<file path="src/rtl/fetch_pkg.sv">
// fetch_pkg: shared types and constants for the instruction-fetch stage
package fetch_pkg;

    localparam int IF_ADDR_W = 16;
    localparam int IF_INSTR_W = 16;
    localparam int PC_INC = 2;
    localparam logic [IF_INSTR_W-1:0] NOP_INSTR = 16'h0000;

    typedef enum logic [1:0] {
        FETCH,
        WAIT,
        DISCARD
    } fetch_state_e;

    typedef struct packed {
        logic [IF_INSTR_W-1:0] instr;
        logic [IF_ADDR_W-1:0]  pc;
        logic [IF_ADDR_W-1:0]  pc_plus;
        logic                  valid;
    } ifid_t;

endpackage

</file>
<file path="src/rtl/fetch_stage_reg_if_id.sv">
// reg_if_id: IF/ID pipeline register with flush, hold, load and bubble controls
module reg_if_id #(
    parameter int ADDR_W = 16,
    parameter int INSTR_W = 16,
    parameter logic [INSTR_W-1:0] NOP_INSTR = '0
) (
    input  logic               clk,
    input  logic               rst,
    input  logic               flush,
    input  logic               hold,
    input  logic               load,
    input  logic [INSTR_W-1:0] instr_d,
    input  logic [ADDR_W-1:0]  pc_d,
    input  logic [ADDR_W-1:0]  pc_plus_d,
    output logic [INSTR_W-1:0] ifid_instr,
    output logic [ADDR_W-1:0]  ifid_pc,
    output logic [ADDR_W-1:0]  ifid_pc_plus,
    output logic               ifid_valid
);

    // flush kills the slot, hold freezes it, otherwise load a new instruction or insert a bubble
    always_ff @(posedge clk) begin
        if (rst) begin
            ifid_valid   <= 1'b0;
            ifid_instr   <= NOP_INSTR;
            ifid_pc      <= '0;
            ifid_pc_plus <= '0;
        end else if (flush) begin
            ifid_valid <= 1'b0;
            ifid_instr <= NOP_INSTR;
        end else if (!hold) begin
            ifid_valid <= load;
            ifid_instr <= load ? instr_d : NOP_INSTR;
            if (load) begin
                ifid_pc      <= pc_d;
                ifid_pc_plus <= pc_plus_d;
            end
        end
    end

endmodule

</file>
<file path="src/rtl/fetch_stage.sv">
// fetch_stage: issues instruction-memory requests, steers the PC and feeds the IF/ID register
module fetch_stage
    import fetch_pkg::*;
#(
    parameter int ADDR_W = fetch_pkg::IF_ADDR_W,
    parameter int INSTR_W = fetch_pkg::IF_INSTR_W,
    parameter int PC_INC = fetch_pkg::PC_INC,
    parameter logic [INSTR_W-1:0] NOP_INSTR = fetch_pkg::NOP_INSTR
) (
    input  logic               clk,
    input  logic               rst,
    input  logic               halt_sys,
    input  logic               stall,
    input  logic               flush,
    input  logic [ADDR_W-1:0]  branch_target,
    input  logic [ADDR_W-1:0]  pc_current,
    output logic               imem_req,
    output logic [ADDR_W-1:0]  imem_addr,
    input  logic               imem_ready,
    input  logic [INSTR_W-1:0] imem_data,
    output logic [ADDR_W-1:0]  next_pc,
    output logic               fetch_stall,
    output logic [INSTR_W-1:0] ifid_instr,
    output logic [ADDR_W-1:0]  ifid_pc,
    output logic [ADDR_W-1:0]  ifid_pc_plus,
    output logic               ifid_valid
);

    fetch_state_e state_q, state_d;
    logic [ADDR_W-1:0] pc_seq;
    logic accept;

    assign pc_seq = pc_current + ADDR_W'(PC_INC);

    // state register
    always_ff @(posedge clk) begin
        if (rst) state_q <= FETCH;
        else     state_q <= state_d;
    end

    // a request left outstanding by a redirect is drained in DISCARD so its data is never used
    always_comb begin
        state_d = state_q;
        unique case (state_q)
            FETCH:   state_d = (imem_req && !imem_ready) ? (flush ? DISCARD : WAIT) : FETCH;
            WAIT:    state_d = imem_ready ? FETCH : (flush ? DISCARD : WAIT);
            DISCARD: state_d = imem_ready ? FETCH : DISCARD;
            default: state_d = FETCH;
        endcase
    end

    // once issued, a request stays up until its response so the memory contract is never broken
    always_comb begin
        imem_req    = !rst && ((state_q == FETCH && !halt_sys) || state_q == WAIT);
        imem_addr   = pc_current;
        accept      = (state_q == FETCH || state_q == WAIT) && imem_req && imem_ready
                      && !flush && !halt_sys && !stall;
        fetch_stall = !(accept || flush);
        next_pc     = flush ? branch_target : pc_seq;
    end

    reg_if_id #(
        .ADDR_W(ADDR_W),
        .INSTR_W(INSTR_W),
        .NOP_INSTR(NOP_INSTR)
    ) u_reg_if_id (
        .clk(clk),
        .rst(rst),
        .flush(flush),
        .hold(halt_sys || stall),
        .load(accept),
        .instr_d(imem_data),
        .pc_d(pc_current),
        .pc_plus_d(pc_seq),
        .ifid_instr(ifid_instr),
        .ifid_pc(ifid_pc),
        .ifid_pc_plus(ifid_pc_plus),
        .ifid_valid(ifid_valid)
    );

endmodule

</file>
<file path="config.mk">
export PLATFORM = sky130hd
export DESIGN_NAME = fetch_stage
export DESIGN_NICKNAME = d
export VERILOG_FILES = /design/src/rtl/fetch_pkg.sv /design/src/rtl/fetch_stage_reg_if_id.sv /design/src/rtl/fetch_stage.sv
export SDC_FILE = /design/constraint.sdc
export NUM_CORES = 1
export LEC_CHECK = 0
export CAP_MARGIN = 20
export CORE_UTILIZATION = 37
export DETAILED_ROUTE_END_ITERATION = 16
export PLACE_DENSITY = 0.8
export SLEW_MARGIN = 30
export SYNTH_ARGS = -nofsm -noshare
export SYNTH_HDL_FRONTEND = slang
export SYNTH_HIERARCHICAL = 1
export SYNTH_SLANG_ARGS = --single-unit
</file>
<file path="constraint.sdc">
create_clock -name clk -period 1.7 [get_ports clk]
set_clock_uncertainty 0.15 [all_clocks]
set_input_delay 0.17 -clock clk [delete_from_list [all_inputs] [get_ports clk]]
set_output_delay 0.17 -clock clk [all_outputs]
set_load 0.01 [all_outputs]
</file>
# [Yosys cells after proc, flatten, opt, wreduce, memory -nomap -nowiden]
# Index checks and enable logic that the tools add are counted.
[op_classes] n_eq_ne=2 muxes=7 reduce_logical=21 add_sub_neg=1 n_bitwise=2
[ops] operator="two-way mux 16 bit" count=2
[ops] operator="adder 16 x 2 -> 16 bit, second input constant" count=1
[ops] operator="logical AND 1 bit" count=8
[ops] operator="two-way mux 2 bit" count=4
[ops] operator="zero test 1 bit" count=6
[ops] operator="case mux 2 bit (3 select lines)" count=1
[ops] operator="logical OR 1 bit" count=4
[ops] operator="AND reduction 3 bit" count=1
[ops] operator="equality test 2 x 1 -> 1 bit, second input constant" count=1
[ops] operator="equality test 2 bit, second input constant" count=1
[ops] operator="zero test 2 bit" count=1
[ops] operator="NOT 1 bit" count=2
[ops] operator="OR reduction 2 bit" count=1
[totals] output_inout_bits=83 ff_bits=51

# [Depth between registers and ports, before layout]
# Gate-level depths: netlist (run 1).
[depth] depth_word=11 mapped_depth=8 ltp_nobuf=6

# [Cells and area by module]
# Netlist (run 1), hierarchy kept.
[by_module_without_submodules] mod="reg_if_id" cells_each=215 seq_area_each_um2=980.9 area_per_inst_um2=2138.3 instances=1
[by_module_without_submodules] mod="fetch_stage" cells_each=87 seq_area_each_um2=40.0 area_per_inst_um2=690.7 instances=1

# [Least setup slack after synthesis (run 1)]
# Ideal clock, no wire load.
[synth_timing] path_type="flip-flop to flip-flop" start="register state_q[1]" end="register u_reg_if_id.ifid_pc[0]" n_path_buf=3 t_required_ns=1.478 path_stages_with_launch=9 slack_ns=0.096 period_less_slack_ns=1.604 arrival_time_ns=1.382 path_cell_list="dfxtp_1 > nor2_1 > nand3_1 > nor2_1 > buf_6 > nor3b_4 > buf_6 > buf_12 > mux2i_1"
[synth_between] elab_chain_len=10 elab_cells_between_ends=12 classes_between="eq/ne: 1; reduce/logical: 11"
[synth_rtl] element="start, declared" line="fetch_stage.sv:29" source="fetch_state_e state_q, state_d;"
[synth_rtl] element="start signal, assigned" line="fetch_stage.sv:38" source="else state_q <= state_d;"
[synth_rtl] element="zero test 2 bit" line="fetch_stage.sv:54, fetch_stage.sv:56"
[synth_rtl] element="logical AND 1 bit" line="fetch_stage.sv:54" source="imem_req = !rst && ((state_q == FETCH && !halt_sys) || state_q == WAIT);"
[synth_rtl] element="logical OR 1 bit" line="fetch_stage.sv:54"
[synth_rtl] element="logical AND 1 bit" line="fetch_stage.sv:54"
[synth_rtl] element="logical AND 1 bit (*) (2 in a row)" line="fetch_stage.sv:56" source="accept = (state_q == FETCH || state_q == WAIT) && imem_req && imem_ready"
[synth_rtl] element="logical AND 1 bit (*) (3 in a row)" line="fetch_stage.sv:57" source="&& !flush && !halt_sys && !stall;"
[synth_rtl] element="via accept" line="fetch_stage.sv:31" source="logic accept;"
[synth_rtl] element="AND reduction 3 bit (no line) (*)"
[synth_rtl] element="end signal, assigned" line="fetch_stage_reg_if_id.sv:35" source="ifid_pc <= pc_d;"
[synth_rtl] element="end, declared" line="fetch_stage_reg_if_id.sv:16" source="output logic [ADDR_W-1:0] ifid_pc,"
# Mark *: on every way through the listed nets, which the timed path passes. The rest lies on a longest branch.
# A chain may end at the register's enable or synchronous reset.

# [Final worst setup path (run 1)]
[layout_timing] start="input port pc_current[7]" end="output port next_pc[15]"
[layout_between] elab_chain_len=2
[layout_rtl] element="start, declared" line="fetch_stage.sv:16" source="input logic [ADDR_W-1:0] pc_current,"
[layout_rtl] element="adder 16 x 2 -> 16 bit" line="fetch_stage.sv:33" source="assign pc_seq = pc_current + ADDR_W'(PC_INC);"
[layout_rtl] element="via pc_seq[15]" line="fetch_stage.sv:30" source="logic [ADDR_W-1:0] pc_seq;"
[layout_rtl] element="two-way mux 16 bit" line="fetch_stage.sv:59" source="next_pc = flush ? branch_target : pc_seq;"
[layout_rtl] element="end, declared" line="fetch_stage.sv:21" source="output logic [ADDR_W-1:0] next_pc,"
# The timed path passes the listed nets, and every way through them passes these cells.

==> impl_results.html, run 1 <==
<table>
<tr><th>Metric</th><th>Value</th></tr>
<tr><th colspan="2">Outcome</th></tr>
<tr><td>Status</td><td>complete, but fails checks</td></tr>
<tr><td>Violations in the final reports</td><td>setup timing</td></tr>
<tr><th colspan="2">Hold path</th></tr>
<tr><td>Hold Path Depth</td><td>3</td></tr>
<tr><td>Class of the worst hold path</td><td>input pin to flop</td></tr>
<tr><th colspan="2">Detailed routing</th></tr>
<tr><td>TritonRoute pass-1 iters</td><td>4</td></tr>
<tr><td>Total via count after detailed routing</td><td>2688</td></tr>
<tr><td>Drt initial violations</td><td>92</td></tr>
<tr><td>Routed via count divided by cell count</td><td>4.75</td></tr>
<tr><td>Per-cell routed wire length</td><td>between 15 and 20 um</td></tr>
<tr><td>Total detailed-routing wirelength</td><td>8690 um</td></tr>
<tr><td>Residual antenna-violating net count after detailed routing</td><td>0</td></tr>
<tr><td>DRC Markers</td><td>0</td></tr>
<tr><th colspan="2">Setup path</th></tr>
<tr><td>Startpoint Class</td><td>input pin</td></tr>
<tr><td>Endpoint kind of the worst setup timing path</td><td>output pin</td></tr>
<tr><td>Worst Path Class, Setup</td><td>input pin to output pin</td></tr>
<tr><td>Worst reg-to-reg path cell count</td><td>7</td></tr>
<tr><td>Worst-case register-to-register setup slack</td><td>approximately 0.09 ns</td></tr>
<tr><td>Required time at the worst-slack endpoint</td><td>1.38 ns</td></tr>
<tr><td>Worst path arrival time</td><td>1.42 ns</td></tr>
<tr><td>Maximum fanout encountered on the critical timing path</td><td>4</td></tr>
<tr><th colspan="2">Power</th></tr>
<tr><td>Total leakage power</td><td>0.00182 uW</td></tr>
<tr><td>Sum of internal, switching and leakage power</td><td>2510 uW</td></tr>
<tr><td>Maximum resistive drop on vdd</td><td>0.324 mV</td></tr>
<tr><td>Power density cells</td><td>523 mW/mm2</td></tr>
<tr><th colspan="2">Clock tree</th></tr>
<tr><td>Clock insertion delay at the later pin of the skew report</td><td>0.30 ns</td></tr>
<tr><td>Total clock sinks</td><td>51</td></tr>
<tr><td>TritonCTS clock tree</td><td>built</td></tr>
<tr><td>Number of buffers added by the clock tree synthesis step</td><td>5</td></tr>
<tr><td>Number of buffers inserted for hold repair after clock tree synthesis</td><td>0</td></tr>
<tr><td>Clock-pin slew on the worst setup and hold paths</td><td>approximately 0.09 ns</td></tr>
<tr><td>Root cell of the clock tree</td><td>sky130_fd_sc_hd__clkbuf_8</td></tr>
<tr><td>Clock Tree Buf Depth</td><td>2</td></tr>
<tr><td>Maximum level of the CTS H-tree</td><td>2</td></tr>
<tr><th colspan="2">STA</th></tr>
<tr><td>Worst-margin pin slew</td><td>just over 0.6 ns</td></tr>
<tr><td>Worst hold slack across all endpoints</td><td>0.0607 ns</td></tr>
<tr><td>Pins Over Slew Limit</td><td>0</td></tr>
<tr><td>Post-layout min period</td><td>roughly 1.7 ns</td></tr>
<tr><td>RSZ-0062 raised after global routing</td><td>true</td></tr>
<tr><td>Final hold violations</td><td>0</td></tr>
<tr><td>PnR worst setup slack</td><td>-0.0357 ns</td></tr>
<tr><td>Summed negative setup slack over all endpoints</td><td>-0.0357 ns</td></tr>
<tr><td>Endpoints failing setup</td><td>1</td></tr>
<tr><td>Ratio of final minimum period to clock period</td><td>102%</td></tr>
<tr><td>Worst max-slew margin expressed relative to the limit</td><td>58.9%</td></tr>
<tr><td>FMAX</td><td>0.576 GHz</td></tr>
<tr><th colspan="2">Synthesis</th></tr>
<tr><td>Number of flip-flops and latches in the synthesized netlist</td><td>51</td></tr>
<tr><td>Net count of the mapped netlist</td><td>357</td></tr>
<tr><td>Unique masters post-synth</td><td>31</td></tr>
<tr><td>Instance count of the mapped netlist</td><td>302</td></tr>
<tr><td>Average cell area after synthesis</td><td>9.37 um2</td></tr>
<tr><td>Sequential cell area fraction in the yosys report</td><td>36.1%</td></tr>
<tr><td>Top flip-flop cell by instance count after synthesis</td><td>sky130_fd_sc_hd__dfxtp_1</td></tr>
<tr><td>EDFF count, synth</td><td>0</td></tr>
<tr><td>Async S/R FF share, synth</td><td>0%</td></tr>
<tr><td>Area of the mapped netlist</td><td>between 0.002 and 0.003 mm2</td></tr>
<tr><td>Warnings, synthesis</td><td>6</td></tr>
<tr><th colspan="2">Final layout</th></tr>
<tr><td>Fraction of layout instances using a drive strength above 1</td><td>between 20% and 30%</td></tr>
<tr><td>Area growth from synthesis to layout</td><td>69.4%</td></tr>
<tr><td>Total inserted antenna cells</td><td>0</td></tr>
<tr><td>Leading cell type in the layout, fill and taps excluded</td><td>sky130_fd_sc_hd__clkdlybuf4s50_1</td></tr>
<tr><td>Commonest cells after routing, fill and taps aside</td><td>sky130_fd_sc_hd__clkdlybuf4s50_1, sky130_fd_sc_hd__nand2b_1, sky130_fd_sc_hd__dfxtp_1, sky130_fd_sc_hd__buf_4, sky130_fd_sc_hd__mux2i_1</td></tr>
<tr><td>Area occupied by registers</td><td>between 0.001 and 0.0015 mm2</td></tr>
<tr><td>Finished Core Util</td><td>65.4%</td></tr>
<tr><td>Number of nets at the end of the flow</td><td>521</td></tr>
<tr><td>Filler cell count</td><td>575</td></tr>
<tr><td>Multi-input gate area in the final layout</td><td>0.00168 mm2</td></tr>
<tr><td>Final std cells w/o fill</td><td>566</td></tr>
<tr><th colspan="2">GRT</th></tr>
<tr><td>Antenna violations before repair</td><td>0</td></tr>
<tr><td>Pin count of the biggest net entering global routing</td><td>67</td></tr>
<tr><td>First-pass GRT wire length</td><td>12400 um</td></tr>
<tr><td>Global Route Usage Sum</td><td>20.1%</td></tr>
<tr><td>Vias in the first global route</td><td>~2600</td></tr>
<tr><td>Leftover overflow at the end of global routing</td><td>0</td></tr>
<tr><th colspan="2">Placement</th></tr>
<tr><td>HPWL after DPL</td><td>approximately 5700 um</td></tr>
<tr><td>Input/output buffers</td><td>between 100 and 150</td></tr>
<tr><td>Post-placement cell count</td><td>538</td></tr>
<tr><td>Gp weighted congestion</td><td>~0.70</td></tr>
<tr><th colspan="2">Floorplanning</th></tr>
<tr><td>Overall die height</td><td>89.4 um</td></tr>
<tr><td>Horizontal die dimension</td><td>89.4 um</td></tr>
<tr><td>Core outline area</td><td>about 0.0073 mm2</td></tr>
<tr><td>Initial Utilization</td><td>38.6%</td></tr>
<tr><td>Die area</td><td>0.00800 mm2</td></tr>
<tr><td>Boundary Pins</td><td>137</td></tr>
<tr><td>Floorplan row count</td><td>31</td></tr>
<tr><th colspan="2">Job</th></tr>
<tr><td>Number of maximum-capacitance constraint violations</td><td>0</td></tr>
</table>
routing by layer:
metal / vias up / part of all wire, % / GRT usage, %
met1: 1283 / 43 / 24.4
met5: - / 0 / 0
met4: 0 / 0.75 / 4.18
met3: 7 / 4.5 / 4.43
met2: 80 / 52 / 36.4
li1: 1318 / - / -
through the flow:
step / worst slack, ns / cell area (um2)
after floorplan: 0.0964 / 2830
final: -0.0357 / 4790
after global routing: -0.100 / 4790
after CTS: 0.00154 / 4620
after detailed placement: -0.841 / 4350
after global placement: -0.812 / 4350
final cells by class:
| type | instances | area share (%) |
|---|---|---|
| clock inverter | 1 | 0.104 |
| tap | 99 | 2.58 |
| clock buffer | 7 | 1.59 |
| inverter | 2 | 0.157 |
| sequential | 51 | 21.3 |
| multi-input combinational | 212 | 35.0 |
| timing repair buffer | 194 | 39.2 |
cell usage after synthesis, types with 2 or more instances:
master	count	area, um2
sky130_fd_sc_hd__nand4_1	5	31.3
sky130_fd_sc_hd__and4_1	2	17.5
sky130_fd_sc_hd__mux2_1	10	113
sky130_fd_sc_hd__clkbuf_1	11	41.3
sky130_fd_sc_hd__buf_12	3	60.1
sky130_fd_sc_hd__nand3b_1	16	120
sky130_fd_sc_hd__buf_4	16	120
sky130_fd_sc_hd__and2_1	3	18.8
sky130_fd_sc_hd__inv_1	2	7.51
sky130_fd_sc_hd__dfxtp_1	51	1020
sky130_fd_sc_hd__nor3_1	2	10.0
sky130_fd_sc_hd__nand2b_1	65	407
sky130_fd_sc_hd__xor2_1	5	43.8
sky130_fd_sc_hd__nor2_1	5	18.8
sky130_fd_sc_hd__buf_2	5	25.0
sky130_fd_sc_hd__mux2_2	6	67.6
sky130_fd_sc_hd__nand3_1	5	25.0
sky130_fd_sc_hd__xnor2_1	8	70.1
sky130_fd_sc_hd__buf_6	2	22.5
sky130_fd_sc_hd__mux2i_1	33	330
sky130_fd_sc_hd__nand2_1	22	82.6
sky130_fd_sc_hd__a21oi_1	16	80.1
worst paths after layout:
path,start,end
setup / recovery,pc_current[7],next_pc[15]
hold / removal,pc_current[5],u_reg_if_id/ifid_pc[5]
setup reg to reg,state_q[1],u_reg_if_id/ifid_pc[3]
hold reg to reg,u_reg_if_id/ifid_instr[9],u_reg_if_id/ifid_instr[9]
critical path, stage by stage:
cell and delay (ns):
sky130_fd_sc_hd__buf_8 0.08, sky130_fd_sc_hd__nand4_1 0.12, sky130_fd_sc_hd__buf_4 0.16, sky130_fd_sc_hd__nor4_4 0.28, sky130_fd_sc_hd__xor2_1 0.29, sky130_fd_sc_hd__mux2_4 0.22, sky130_fd_sc_hd__buf_6 0.09
where the power goes:
part | internal [uW] | leakage, uW | switching (uW)
Clock | 291 | 0.0000422 | 404
Combinational | 368 | 0.00137 | 244
Sequential | 1200 | 0.000411 | 2.59
Total | 1860 | 0.00182 | 650
sequential cells by signal (all words and copies together) (netlist names):
| signal | cells |
|---|---|
| u_reg_if_id/ifid_valid | 1 |
| u_reg_if_id/ifid_pc | 16 |
| state_q | 2 |
| u_reg_if_id/ifid_pc_plus | 16 |
| u_reg_if_id/ifid_instr | 16 |
cells by family after synthesis:
| logic type | count (synthesis) | synth area share, % |
|---|---|---|
| and+or+nand+nor | 131 | 28.4 |
| DFF | 51 | 36.1 |
| muxes | 49 | 18.0 |
| buffers and inverters | 39 | 9.77 |
| AOI/OAI and AO/OA | 18 | 3.23 |
| xor gates and xnor gates | 13 | 4.02 |
| adders and majority gates | 1 | 0.442 |
timing repair:
item	CTS	global route
endpoints found under the setup margin	24	42
buffers inserted	12	4
pin swaps	18	15
resized for setup	121	26
gates cloned	1	3
endpoints found under the hold margin	0	0
Power figures use the tool's default switching activity.
==> run 2, diff against run 1 <==
- ABC_AREA: unset -> 0
==> results of run 2 <==
No change in the layout: final DEF, timing and power equal those of run 1.
==> run 3, diff against run 2 <==
- CELL_PAD_IN_SITES_DETAIL_PLACEMENT: unset -> 1
- CELL_PAD_IN_SITES_GLOBAL_PLACEMENT: unset -> 1
- CORE_UTILIZATION: 37 -> 27
- GPL_TIMING_DRIVEN: unset -> 0
- PLACE_DENSITY: 0.8 -> 0.81
==> impl_results.html, run 3 (synthesis gave the netlist of run 1 again) <==
<table>
<tr><th>Metric</th><th>Value</th></tr>
<tr><th colspan="2">Setup path</th></tr>
<tr><td>Cell breakdown of the critical path</td><td>buf_12 -&gt; nand4_1 -&gt; buf_4 -&gt; nor4b_4 -&gt; xor2_2 -&gt; mux2_4 -&gt; buf_6</td></tr>
<tr><td>Biggest cell delay along the critical path</td><td>0.31 ns (+0.02 ns)</td></tr>
<tr><td>Slowest stage cell on the critical path</td><td>sky130_fd_sc_hd__nor4b_4</td></tr>
<tr><td>Endpoint kind of the worst setup timing path</td><td>output pin</td></tr>
<tr><td>Maximum fanout encountered on the critical timing path</td><td>7 (+3)</td></tr>
<tr><td>FF-to-FF Start</td><td>state_q[1]</td></tr>
<tr><td>Worst reg-to-reg path cell count</td><td>8 (+1)</td></tr>
<tr><td>Endpoint of the worst setup timing path</td><td>next_pc[14]</td></tr>
<tr><td>Startpoint Class</td><td>input pin</td></tr>
<tr><td>Worst path arrival time</td><td>1.42 ns (about the same)</td></tr>
<tr><td>FF-to-FF End</td><td>u_reg_if_id/ifid_pc[5]</td></tr>
<tr><td>Worst Path Class, Setup</td><td>input pin to output pin</td></tr>
<tr><td>Required time at the worst-slack endpoint</td><td>1.38 ns (about the same)</td></tr>
<tr><td>Critical path launch point</td><td>pc_current[8]</td></tr>
<tr><td>Worst-case register-to-register setup slack</td><td>-0.01 ns (-0.10 ns)</td></tr>
<tr><th colspan="2">Final layout</th></tr>
<tr><td>Area growth from synthesis to layout</td><td>81.9%</td></tr>
<tr><td>Registers with the highest flip-flop counts</td><td>u_reg_if_id/ifid_instr x16, u_reg_if_id/ifid_pc x16, u_reg_if_id/ifid_pc_plus x16</td></tr>
<tr><td>Total inserted antenna cells</td><td>0 (unchanged)</td></tr>
<tr><td>Total non-filler cell area in the finished layout</td><td>0.00515 mm2 (+7.4%)</td></tr>
<tr><td>Commonest cells after routing, fill and taps aside</td><td>sky130_fd_sc_hd__clkdlybuf4s50_1, sky130_fd_sc_hd__nand2b_1, sky130_fd_sc_hd__buf_4, sky130_fd_sc_hd__dfxtp_1, sky130_fd_sc_hd__mux2i_1</td></tr>
<tr><td>Leading cell type in the layout, fill and taps excluded</td><td>sky130_fd_sc_hd__clkdlybuf4s50_1</td></tr>
<tr><td>Number of nets at the end of the flow</td><td>546 (+4.8%)</td></tr>
<tr><td>Fraction of layout instances using a drive strength above 1</td><td>28.9% (+3.8 points)</td></tr>
<tr><th colspan="2">Clock tree</th></tr>
<tr><td>Maximum level of the CTS H-tree</td><td>2 (unchanged)</td></tr>
<tr><td>Total clock sinks</td><td>51 (unchanged)</td></tr>
<tr><td>Number of buffers added by the clock tree synthesis step</td><td>5 (unchanged)</td></tr>
<tr><td>Root cell of the clock tree</td><td>sky130_fd_sc_hd__clkbuf_8</td></tr>
<tr><td>Clock insertion delay at the later pin of the skew report</td><td>0.30 ns (about the same)</td></tr>
<tr><td>Clock Tree Buf Depth</td><td>2 (unchanged)</td></tr>
<tr><td>TritonCTS clock tree</td><td>built</td></tr>
<tr><td>Clock-pin slew on the worst setup and hold paths</td><td>0.10 ns (about the same)</td></tr>
<tr><th colspan="2">Floorplanning</th></tr>
<tr><td>Die area</td><td>0.0109 mm2 (+36%)</td></tr>
<tr><td>Initial Utilization</td><td>27.7% (-11 points)</td></tr>
<tr><td>Floorplan row count</td><td>37 (+19%)</td></tr>
<tr><td>Core outline area</td><td>0.0102 mm2 (+40%)</td></tr>
<tr><td>Overall die height</td><td>104 um (+17%)</td></tr>
<tr><td>Horizontal die dimension</td><td>104 um (+17%)</td></tr>
<tr><td>Boundary Pins</td><td>137 (unchanged)</td></tr>
<tr><th colspan="2">GRT</th></tr>
<tr><td>Vias in the first global route</td><td>3016 (+17%)</td></tr>
<tr><td>First-pass GRT wire length</td><td>16200 um (+30%)</td></tr>
<tr><td>Pin count of the biggest net entering global routing</td><td>15 (-78%)</td></tr>
<tr><td>Leftover overflow at the end of global routing</td><td>0 (unchanged)</td></tr>
<tr><td>Global Route Usage Sum</td><td>18.8% (-1.3 points)</td></tr>
<tr><td>Antenna violations before repair</td><td>0 (unchanged)</td></tr>
<tr><th colspan="2">Detailed routing</th></tr>
<tr><td>Per-cell routed wire length</td><td>17.3 um (+13%)</td></tr>
<tr><td>Total detailed-routing wirelength</td><td>10900 um (+25%)</td></tr>
<tr><td>TritonRoute pass-1 iters</td><td>6 (+2)</td></tr>
<tr><td>Residual antenna-violating net count after detailed routing</td><td>0 (unchanged)</td></tr>
<tr><td>DRC Markers</td><td>0 (unchanged)</td></tr>
<tr><td>Drt initial violations</td><td>56 (-39%)</td></tr>
<tr><td>Routed via count divided by cell count</td><td>4.51 (-5.0%)</td></tr>
<tr><td>Total via count after detailed routing</td><td>2833 (+5.4%)</td></tr>
<tr><th colspan="2">Placement</th></tr>
<tr><td>Input/output buffers</td><td>136 (unchanged)</td></tr>
<tr><td>HPWL after DPL</td><td>7210 um (+27%)</td></tr>
<tr><td>Gp weighted congestion</td><td>0.755 (+7.6%)</td></tr>
<tr><td>Area post-placement</td><td>0.00436 mm2 (+0.23%)</td></tr>
<tr><th colspan="2">Job</th></tr>
<tr><td>Number of maximum-capacitance constraint violations</td><td>0 (unchanged)</td></tr>
<tr><th colspan="2">Hold path</th></tr>
<tr><td>Hold Path Depth</td><td>3 (unchanged)</td></tr>
<tr><td>Class of the worst hold path</td><td>input pin to flop</td></tr>
<tr><th colspan="2">Outcome</th></tr>
<tr><td>Violations in the final reports</td><td>hold timing, setup timing</td></tr>
<tr><td>Status</td><td>complete, but fails checks</td></tr>
<tr><th colspan="2">STA</th></tr>
<tr><td>PnR worst setup slack</td><td>-0.0444 ns (-0.00870 ns)</td></tr>
<tr><td>Ratio of final minimum period to clock period</td><td>103% (+0.51 points)</td></tr>
<tr><td>Worst-margin pin slew</td><td>0.426 ns (-0.190 ns)</td></tr>
<tr><td>Worst max-slew margin expressed relative to the limit</td><td>71.6% (+13 points)</td></tr>
<tr><td>FMAX</td><td>0.573 GHz (-0.50%)</td></tr>
<tr><td>Pins Over Slew Limit</td><td>0 (unchanged)</td></tr>
<tr><td>RSZ-0062 raised after global routing</td><td>true</td></tr>
<tr><td>Worst hold slack across all endpoints</td><td>-0.0114 ns (-0.0721 ns)</td></tr>
<tr><td>Endpoints failing setup</td><td>3 (+2)</td></tr>
<tr><td>Final hold violations</td><td>3 (+3)</td></tr>
<tr><td>Post-layout min period</td><td>1.74 ns (+0.00870 ns)</td></tr>
<tr><th colspan="2">Power</th></tr>
<tr><td>Power density cells</td><td>502 mW/mm2 (-3.9%)</td></tr>
<tr><td>Switching share of power</td><td>26.8% (+0.92 points)</td></tr>
<tr><td>Clock power share</td><td>27.7% (about the same)</td></tr>
<tr><td>Power share of the combinational group</td><td>25.9% (+1.5 points)</td></tr>
<tr><td>Sum of internal, switching and leakage power</td><td>2590 uW (+3.2%)</td></tr>
<tr><td>Power spent charging and discharging nets</td><td>694 uW (+6.8%)</td></tr>
<tr><td>Maximum resistive drop on vdd</td><td>0.301 mV (-7.2%)</td></tr>
<tr><td>Internal power of the cells</td><td>1890 uW (+1.9%)</td></tr>
<tr><td>Portion of total power attributed to sequential cells</td><td>46.4% (-1.5 points)</td></tr>
<tr><td>Total leakage power</td><td>0.00199 uW (+9.2%)</td></tr>
</table>
[run 3: changes by cell type in the layout (fill, tap and decap cells not counted), sizes merged, moves of 2 or more]
cell,delta
clkbuf,+12
dlygate4sd2,+2
dlygate4sd3,+3
buf,+17
clkdlybuf4s15,-8
[run 3: timing repair]
item | in CTS | in global routing
resized for setup | 175 | 46
hold buffers | 2 | 1
endpoints found under the hold margin | 2 | 1
cloned | 2 | 1
pin swaps | 19 | 15
setup endpoints to repair | 75 | 42
buffers inserted | 30 | 18
[run 3: area by class of cell]
class | count | area [um2]
Buffer | 33 | 262
Tap cell | 136 | 170
Clock buffer | 7 | 76.3
Multi-Input combinational cell | 212 | 1720
Fill cell | 1141 | 5080
Clock inverter | 1 | 5.00
Timing Repair Buffer | 186 | 1880
Sequential cell | 51 | 1020
Inverter | 2 | 11.3
[run 3: per-layer routing]
layer  vias up  global-route usage [%]  wire length (um)  part of all wire, %
li1       1373                       -                 -                    -
met5         -                       0                 0                    0
met3         9                    3.45               421                  3.9
met2        74                    35.0              5770                   53
met1      1377                    21.6              4540                   42
met4         0                    5.82               141                  1.3
[run 3: power groups by stage]
stage	Clock, uW	Combinational, uW	Sequential [uW]
after detailed placement	0	539	1230
final	716	670	1200
after floorplan	0	222	1230
after global placement	0	529	1230
after global routing	781	712	1200
after CTS	743	608	1200
[run 3: worst min path at each step]
stage                                   start                   endpoint  slack [ns]
floorplan                                 rst                 state_q[1]         0.1
global placement    u_reg_if_id/ifid_instr[9]  u_reg_if_id/ifid_instr[9]        0.29
detailed placement  u_reg_if_id/ifid_instr[9]  u_reg_if_id/ifid_instr[9]        0.30
CTS                             pc_current[4]     u_reg_if_id/ifid_pc[4]       0.001
global route                   pc_current[10]    u_reg_if_id/ifid_pc[10]        0.01
finish                          pc_current[8]     u_reg_if_id/ifid_pc[8]       -0.01
[run 3: stage by stage]
| stage | util [%] | TNS (ns) | worst slack, ns | hold WS [ns] | instances |
|---|---|---|---|---|---|
| 6_report | 50.3 | -0.0938 | -0.0444 | -0.0114 | 628 |
| 5_1_grt | 50.3 | -1.25 | -0.132 | 0.00984 | 628 |
| 4_1_cts | 47.9 | -0.806 | -0.0774 | 0.00143 | 612 |
| 3_5_place_dp | 42.6 | -48.98 | -1.27 | 0.301 | 574 |
| 3_3_place_gp | 42.6 | -46.62 | -1.23 | 0.291 | 574 |
| 2_1_floorplan | - | 0 | 0.0964 | 0.0959 | 302 |
[run 3: critical path, delay by kind of cell]
family	cells	cell delay, ns
simple gates	2	0.44
mux	1	0.29
buf+inv	3	0.38
xor+xnor	1	0.13
